## config.mk

```make
export PLATFORM = sky130hd
export DESIGN_NAME = stream_mux_rr
export DESIGN_NICKNAME = d
export VERILOG_FILES = /design/src/rtl/stream_pkg.sv /design/src/rtl/rr_arbiter.sv /design/src/rtl/stream_mux_rr.sv
export SDC_FILE = /design/constraint.sdc
export NUM_CORES = 1
export LEC_CHECK = 0
export CELL_PAD_IN_SITES_DETAIL_PLACEMENT = 2
export CELL_PAD_IN_SITES_GLOBAL_PLACEMENT = 2
export CORE_MARGIN = 2
export CORE_UTILIZATION = 25
export CTS_BUF_LIST = sky130_fd_sc_hd__clkbuf_8 sky130_fd_sc_hd__clkbuf_16
export DETAILED_ROUTE_END_ITERATION = 7
export PLACE_DENSITY = 0.9
export SLEW_MARGIN = 20
export SYNTH_ARGS = -nofsm -noshare
export SYNTH_HDL_FRONTEND = slang
export SYNTH_HIERARCHICAL = 1
export SYNTH_SLANG_ARGS = --single-unit
```

## constraint.sdc

```tcl
create_clock -name clk -period 5.18 [get_ports clk]
set_clock_uncertainty 0.1 [all_clocks]
set_input_delay 1.036 -clock clk [delete_from_list [all_inputs] [get_ports clk]]
set_output_delay 1.036 -clock clk [all_outputs]
set_load 0.05 [all_outputs]
```

## src/rtl/stream_pkg.sv

```systemverilog
// Shared types and helpers for the stream multiplexer.
// Contents: mux_state_e (arbiter FSM states), rr_pick (round-robin one-hot pick).
package stream_pkg;

  typedef enum logic {
    IDLE   = 1'b0,
    LOCKED = 1'b1
  } mux_state_e;

  // rr_pick works on a fixed maximum channel count; callers zero-extend.
  localparam int unsigned MAX_CH   = 32;
  localparam int unsigned MAX_IDXW = 5;
  localparam int unsigned MAX_CHW  = 6;

  // First valid channel scanning ptr+1, ptr+2, ... modulo ch, as a one-hot vector.
  function automatic logic [MAX_CH-1:0] rr_pick(
    input logic [MAX_CH-1:0]   valid,
    input logic [MAX_IDXW-1:0] ptr,
    input logic [MAX_CHW-1:0]  ch
  );
    logic               found;
    logic [MAX_CHW-1:0] idx;
    rr_pick = '0;
    found   = 1'b0;
    for (int unsigned i = 1; i <= MAX_CH; i++) begin
      idx = MAX_CHW'(ptr) + MAX_CHW'(i);
      if (idx >= ch) idx = idx - ch;
      if ((MAX_CHW'(i) <= ch) && !found && valid[idx[MAX_IDXW-1:0]]) begin
        rr_pick[idx[MAX_IDXW-1:0]] = 1'b1;
        found = 1'b1;
      end
    end
  endfunction

endpackage

```

## src/rtl/rr_arbiter.sv

```systemverilog
// Combinational arbiter: round-robin after ptr, or fixed priority (lowest index).
// Ports: valid (per-channel request), ptr (last completed winner), prio_mode,
//        grant (one-hot), grant_idx (index of the granted channel, 0 if none).
module rr_arbiter
  import stream_pkg::*;
#(
  parameter  int unsigned CH   = 4,
  localparam int unsigned SELW = (CH > 1) ? $clog2(CH) : 1
) (
  input  logic [CH-1:0]   valid,
  input  logic [SELW-1:0] ptr,
  input  logic            prio_mode,
  output logic [CH-1:0]   grant,
  output logic [SELW-1:0] grant_idx
);

  logic [MAX_CH-1:0] rr_grant;
  logic [CH-1:0]     fp_grant;
  logic              unused_rr_bits;

  assign rr_grant       = rr_pick(MAX_CH'(valid), MAX_IDXW'(ptr), MAX_CHW'(CH));
  assign unused_rr_bits = ^rr_grant;

  // Fixed priority: lowest-index valid channel.
  always_comb begin
    logic found;
    fp_grant = '0;
    found    = 1'b0;
    for (int unsigned i = 0; i < CH; i++) begin
      if (valid[i] && !found) begin
        fp_grant[i] = 1'b1;
        found       = 1'b1;
      end
    end
  end

  assign grant = prio_mode ? fp_grant : rr_grant[CH-1:0];

  // One-hot to index.
  always_comb begin
    grant_idx = '0;
    for (int unsigned i = 0; i < CH; i++) begin
      if (grant[i]) grant_idx = SELW'(i);
    end
  end

endmodule

```

## src/rtl/stream_mux_rr.sv

```systemverilog
// CH-input valid/ready stream multiplexer with registered output and optional
// packet locking (grant held from first beat until the in_last beat).
// Ports: clk, rst_n (sync, active-low), prio_mode (0 rr / 1 fixed),
//        in_data/in_valid/in_last/in_ready (per channel, channel c at [c*N +: N]),
//        out_data/out_valid/out_last/out_sel/out_ready (registered output side),
//        busy (packet lock held).
module stream_mux_rr
  import stream_pkg::*;
#(
  parameter  int unsigned N        = 8,
  parameter  int unsigned CH       = 4,
  parameter  int unsigned LOCK_PKT = 1,
  localparam int unsigned SELW     = (CH > 1) ? $clog2(CH) : 1
) (
  input  logic            clk,
  input  logic            rst_n,
  input  logic            prio_mode,
  input  logic [CH*N-1:0] in_data,
  input  logic [CH-1:0]   in_valid,
  input  logic [CH-1:0]   in_last,
  output logic [CH-1:0]   in_ready,
  output logic [N-1:0]    out_data,
  output logic            out_valid,
  output logic            out_last,
  output logic [SELW-1:0] out_sel,
  input  logic            out_ready,
  output logic            busy
);

  mux_state_e      state, state_next;
  logic [SELW-1:0] rr_ptr, lock_ch, arb_idx, gnt_idx;
  logic [CH-1:0]   arb_grant, grant;
  logic            load_en, xfer, pkt_done;
  logic [N-1:0]    ch_data [CH];

  for (genvar c = 0; c < CH; c++) begin : g_unpack
    assign ch_data[c] = in_data[c*N +: N];
  end

  rr_arbiter #(.CH(CH)) u_arb (
    .valid     (in_valid),
    .ptr       (rr_ptr),
    .prio_mode (prio_mode),
    .grant     (arb_grant),
    .grant_idx (arb_idx)
  );

  // While locked only the owning channel may be granted, whatever prio_mode says.
  always_comb begin
    grant   = arb_grant;
    gnt_idx = arb_idx;
    if (state == LOCKED) begin
      grant          = '0;
      grant[lock_ch] = in_valid[lock_ch];
      gnt_idx        = lock_ch;
    end
  end

  assign load_en  = !out_valid || out_ready;
  assign in_ready = load_en ? grant : '0;
  assign xfer     = load_en && (|grant);
  assign pkt_done = xfer && in_last[gnt_idx];

  // State register.
  always_ff @(posedge clk) begin
    if (!rst_n) state <= IDLE;
    else        state <= state_next;
  end

  // Next-state logic.
  always_comb begin
    state_next = state;
    case (state)
      IDLE:    if ((LOCK_PKT != 0) && xfer && !in_last[gnt_idx]) state_next = LOCKED;
      LOCKED:  if (pkt_done) state_next = IDLE;
      default: state_next = IDLE;
    endcase
  end

  // Arbitration bookkeeping and output register.
  always_ff @(posedge clk) begin
    if (!rst_n) begin
      rr_ptr    <= SELW'(CH - 1);
      lock_ch   <= '0;
      busy      <= 1'b0;
      out_valid <= 1'b0;
      out_data  <= '0;
      out_last  <= 1'b0;
      out_sel   <= '0;
    end else begin
      busy <= (state_next == LOCKED);
      if ((state == IDLE) && xfer) lock_ch <= gnt_idx;
      if (pkt_done || ((LOCK_PKT == 0) && xfer)) rr_ptr <= gnt_idx;
      if (load_en) begin
        out_valid <= xfer;
        if (xfer) begin
          out_data <= ch_data[gnt_idx];
          out_last <= in_last[gnt_idx];
          out_sel  <= gnt_idx;
        end
      end
    end
  end

endmodule

```

== After elaboration in Yosys (flattened, before gate mapping) ==
Index checks and enable logic that the tools add are counted.

* Register bits: 17
* Input bits: 44
* Output and inout port bits: 17
* Word-level logic and storage cells: 115

* Reductions and logical operators: 26
* Muxes and demuxes: 52
* Magnitude comparators: 16
* Add/sub/neg operators: 8
* Bitwise gates (word level): 6

{| class="wikitable"
|+ Operators by type and width
! cell !! count
|-
| $mux 4 || 7
|-
| $ge 6x3->1 const B || 4
|-
| $lt 5x6->1 const B || 4
|-
| $mux 1 || 23
|-
| $bmux 1 s5 || 4
|-
| $demux 1 s5 || 4
|-
| $ge 5x1->1 const B || 4
|-
| $mux 5 || 4
|-
| $sub 5x3->5 const B || 4
|-
| $bmux 8 s2 || 1
|-
| $mux 8 || 2
|-
| $logic_and 1x1->1 || 15
|-
| $or 4x4->4 || 3
|-
| $logic_not 1->1 || 8
|-
| $add 2x2->3 const B || 2
|-
| $lt 2x3->1 const B || 2
|-
| $mux 2 || 3
|-
| $add 2x3->4 const B || 1
|-
| $and 4x4->4 || 1
|-
| $bmux 1 s2 || 2
|-
| $reduce_or 4->1 || 1
|-
| $add 2x1->3 const B || 1
|-
| $ge 3x3->1 const B || 1
|-
| $not 2->3 || 1
|-
| other kinds (6) || 6
|}

== Depth between registers and ports, before layout ==
* Depth after elaboration: 26
* Depth in mapped cells: 14
* Gate-level depth less buffers: 12

== Modules after synthesis ==
The synthesis kept the hierarchy.

{| class="wikitable"
|+ By module, submodules not included
! module !! area each (sq um) !! instances !! sequential area each (sq um) !! cells each
|-
| stream_mux_rr || 1046.0 || 1 || 340.3 || 101
|-
| rr_arbiter || 510.5 || 1 || 0.0 || 65
|}

== Worst setup path after synthesis ==
Ideal clock, no wire load.

* Path type: input to output
* Start point: input in_valid[2]
* End point: output in_ready[2]
* Required time: 4044 ps
* Cell stages on the path: 7
* Path buffers: 0
* Path slack: 925 ps
* Arrival time: 3119 ps
* Cells stage by stage: mux2_4 > a22o_1 > nor4_2 > nor3b_2 > a22o_1 > nand2b_1 > a21oi_1

* Cells in the longest elaborated chain, start to end: 15
* Elaborated cells on any way between the ends: 32
* Classes of those cells: mux (21); bitwise (4); reduce/logical (7)

{| class="wikitable"
|+ RTL lines
! what !! RTL line !! source
|-
| start: declaration || stream_mux_rr.sv:19 || <nowiki>input logic [CH-1:0] in_valid,</nowiki>
|-
| $bmux 1 s5 || stream_pkg.sv:28 || <nowiki>if ((MAX_CHW'(i) <= ch) && !found && valid[idx[MAX_IDXW-1:0]]) begin</nowiki>
|-
| $mux 1 (not written as such) || stream_pkg.sv:28 ||
|-
| $mux 1 || stream_pkg.sv:28 ||
|-
| $logic_not 1->1 || stream_pkg.sv:28 ||
|-
| $logic_and 1x1->1 || stream_pkg.sv:28 ||
|-
| $mux 1 || stream_pkg.sv:28 ||
|-
| $logic_not 1->1 || stream_pkg.sv:28 ||
|-
| $logic_and 1x1->1 || stream_pkg.sv:28 ||
|-
| $mux 1 || stream_pkg.sv:28 ||
|-
| $logic_not 1->1 || stream_pkg.sv:28 ||
|-
| $logic_and 1x1->1 || stream_pkg.sv:28 ||
|-
| $mux 4 || stream_pkg.sv:28 ||
|-
| $mux 4 * || rr_arbiter.sv:37 || <nowiki>assign grant = prio_mode ? fp_grant : rr_grant[CH-1:0];</nowiki>
|-
| via arb_grant[2] || stream_mux_rr.sv:32 || <nowiki>logic [CH-1:0] arb_grant, grant;</nowiki>
|-
| $mux 4 * || stream_mux_rr.sv:52 || <nowiki>if (state == LOCKED) begin</nowiki>
|-
| $mux 4 * || stream_mux_rr.sv:60 || <nowiki>assign in_ready = load_en ? grant : '0;</nowiki>
|-
| end: declaration || stream_mux_rr.sv:21 || <nowiki>output logic [CH-1:0] in_ready,</nowiki>
|}

Mark *: on every way through the listed nets, which the timed path passes. The rest lies on a longest branch. The select of a mux whose other input is x is not followed.

== Final worst setup path ==
* Start point: input in_valid[0]
* End point: output in_ready[2]

The elaborated chain is that of the path after synthesis.

==> metrics.cfg <==
[cts]
insertion_delay_ns = 0.26
cts_sinks = 17
cts_tree = yes
cts_resized = 0
hold_buffers = 0
clk_pin_slew_ns = 0.07
cts-root-buf = clkbuf_8
clockBufferDepth = 2
htree_num_levels = 1
post_cts_buffers = 0
cts_made_buffers = 3

[global_routing]
grt_antenna_before_repair = 0
grt.total_usage = 0.1903
grt_pass1_vias = 1875
grt_max_degree = 19
overflow = 0
grt_pass1_wl_mm = 10.49

[route]
drcViolationCount = 0
wl_per_cell_um = 21.87
via_per_inst = 5.408
ant_nets = 0
wl_mm = 6.540
drt-initial-drc-count = 53
via_count = 1617
firstDrtPassIters = 4

[floorplanning]
rows = 28
initial_core_util = 0.2613
dieWidth_um = 82.91
die_h_um = 82.91
dieArea_um2 = 6873
core_um2 = 5956
io_pins = 61

[timing]
timing.setup.tns_ns = 0
post-route-period-util = 0.9423
setup_viol = 0
min_period_ns = 4.881
finalMaxSlewViolations = 0
worstMarginPinSlew_ns = 0.6299
maxSlewHeadroom = 0.5795
fmax_ghz = 0.2049
rsz0062_at_grt = no
hold_viol_final = 0

[place]
place_area_um2 = 2231
dp_hpwl_mm = 5.326
io_buffers = 60
place_congestion = 0.8288

[power]
p_clk_frac = 0.080
p_seq_frac = 0.180
powerDensity_nw_per_um2 = 560.4
leakagePower_nw = 0.8686
p_sw_frac = 0.5054
vdd_drop_max_v = 0.0001568
p_int_w = 0.0006311
p_sw_w = 0.0006449
p_comb_frac = 0.740

[logic_synthesis]
synth_area_leaders = dfxtp_1 22%, mux4_2 14%, ha_1 6.4%, a21oi_1 6.1%, mux2i_1 4.5%
synth_warnings = 6
yosys.area.top_type = dfxtp_1
syn_nets = 218
synth_most_common_cell = a21oi_1
synth_ff_type = dfxtp_1
yosysUniqueCellTypes = 48
synth_top_area_share = 0.2186
avgSynthCellArea_um2 = 9.376
syn_area_um2 = 1556
syn_inst = 166
synth.top_cells.by_count = 19 x a21oi_1, 17 x dfxtp_1, 12 x o21ai_0, 10 x mux4_2, 9 x nand3_1
synth-edff-count = 0
synth-seq-cells = 17
yosysSeqAreaShare = 0.2186
async_reset_ff_frac = 0

[run_status]
status = finished clean

[cells_and_area]
diodes = 0
seqCellArea_um2 = 340.3
final_util = 0.3824
final_cell_area_um2 = 2277
finalNetCount = 277
fillers = 663
multi_input_area_um2 = 1109
syn_to_final_growth_pct = 46.30
drive_gt1_frac = 0.1607

[worst_setup_path]
start_kind = input port
cp_max_fo = 8
worst-setup-path-type = in -> out
endpoint_kind = output pin
worstPathRequired_ns = 4.04
arrival_ns = 3.75

[hold_path]
hold_class = reg -> reg

[run]
drv_cap = 0

-- power groups by stage --
| stage | sequential, W | clock, W | combinational [W] |
|---|---|---|---|
| detailed placement | 0.000234 | 0 | 0.000942 |
| global route | 0.000239 | 0.000109 | 0.00101 |
| floorplan | 0.000321 | 0 | 0.000548 |
| finish | 0.000230 | 0.000101 | 0.000944 |
| CTS | 0.000231 | 0.000102 | 0.000947 |
| global placement | 0.000228 | 0 | 0.000891 |
-- placed cells by master (no fill, tap or decap), drive strengths merged, types with 3 or more instances in the layout --
master         count
dfxtp             17
clkdlybuf4s50     56
clkbuf             3
a22o               4
nand2b             7
nand3             10
a211oi             4
a221oi             3
mux2               5
buf                9
ha                 8
nor2               8
inv                6
mux4              10
a21oi             19
o21ai             13
mux2i              7
-- cell type report --
type | instances | area share
repair buffers | 65 | 0.2923
well taps | 75 | 0.04121
multi-input cells | 132 | 0.4868
inverters | 6 | 0.009890
clock inverters | 1 | 0.002198
clock buffers | 3 | 0.01813
flip-flops and latches | 17 | 0.1495
-- metrics by stage --
step / cells / setup slack [ns] / power [W] / hold WS, ns
4_1_cts: 299 / 0.3545 / 0.001280 / 0.3844
6_report: 299 / 0.2987 / 0.001276 / 0.3841
5_1_grt: 299 / 0.1757 / 0.001358 / 0.4110
3_5_place_dp: 295 / 0.1766 / 0.001176 / 0.3743
2_1_floorplan: 166 / 0.9250 / 0.0008687 / 0.4167
3_3_place_gp: 295 / 0.5054 / 0.001119 / 0.3648
-- worst max-delay path, stage by stage --
cell and delay [ns]:
clkdlybuf4s50_1 0.58, mux2_2 0.37, a22o_1 0.27, nor4_2 0.44, nor3b_2 0.32, a22o_1 0.26, nand2b_1 0.07, a21oi_1 0.22
buf_12 0.17
-- metal layers --
layer,global-route usage,up-vias,part of all wire
met2,0.3600,28,0.54
met5,0,-,0
met4,0.03577,0,0.017
met1,0.2286,823,0.42
li1,-,758,-
met3,0.02584,8,0.020
-- state kept, by name, summed over array words and instances, names as in the netlist, named ones only --
| register | count |
|---|---|
| lock_ch | 2 |
| out_valid | 1 |
| out_last | 1 |
| rr_ptr | 2 |
| out_sel | 2 |
| out_data | 8 |
-- path summary, 6_finish.rpt --
kind	start	endpoint	slack (ns)	cells after the start
setup reg to reg	rr_ptr[0]	rr_ptr[0]	0.59	12
hold reg to reg	out_data[3]	out_data[3]	0.38	2
setup / recovery	in_valid[0]	in_ready[2]	0.30	9
hold / removal	out_data[3]	out_data[3]	0.38	2
-- cells by family (layout without fill, tap and decap cells) --
logic type,count (synthesis),after routing,synth area share
AND/OR/NAND/NOR,45,45,0.1793
AO/OA/AOI/OAI,57,57,0.2355
multiplexers,22,22,0.2331
buffers and inverters,17,75,0.06912
adder cells (fa/ha/maj),8,8,0.06431
flip-flops,17,17,0.2187
(Power assumes the default switching activity.)
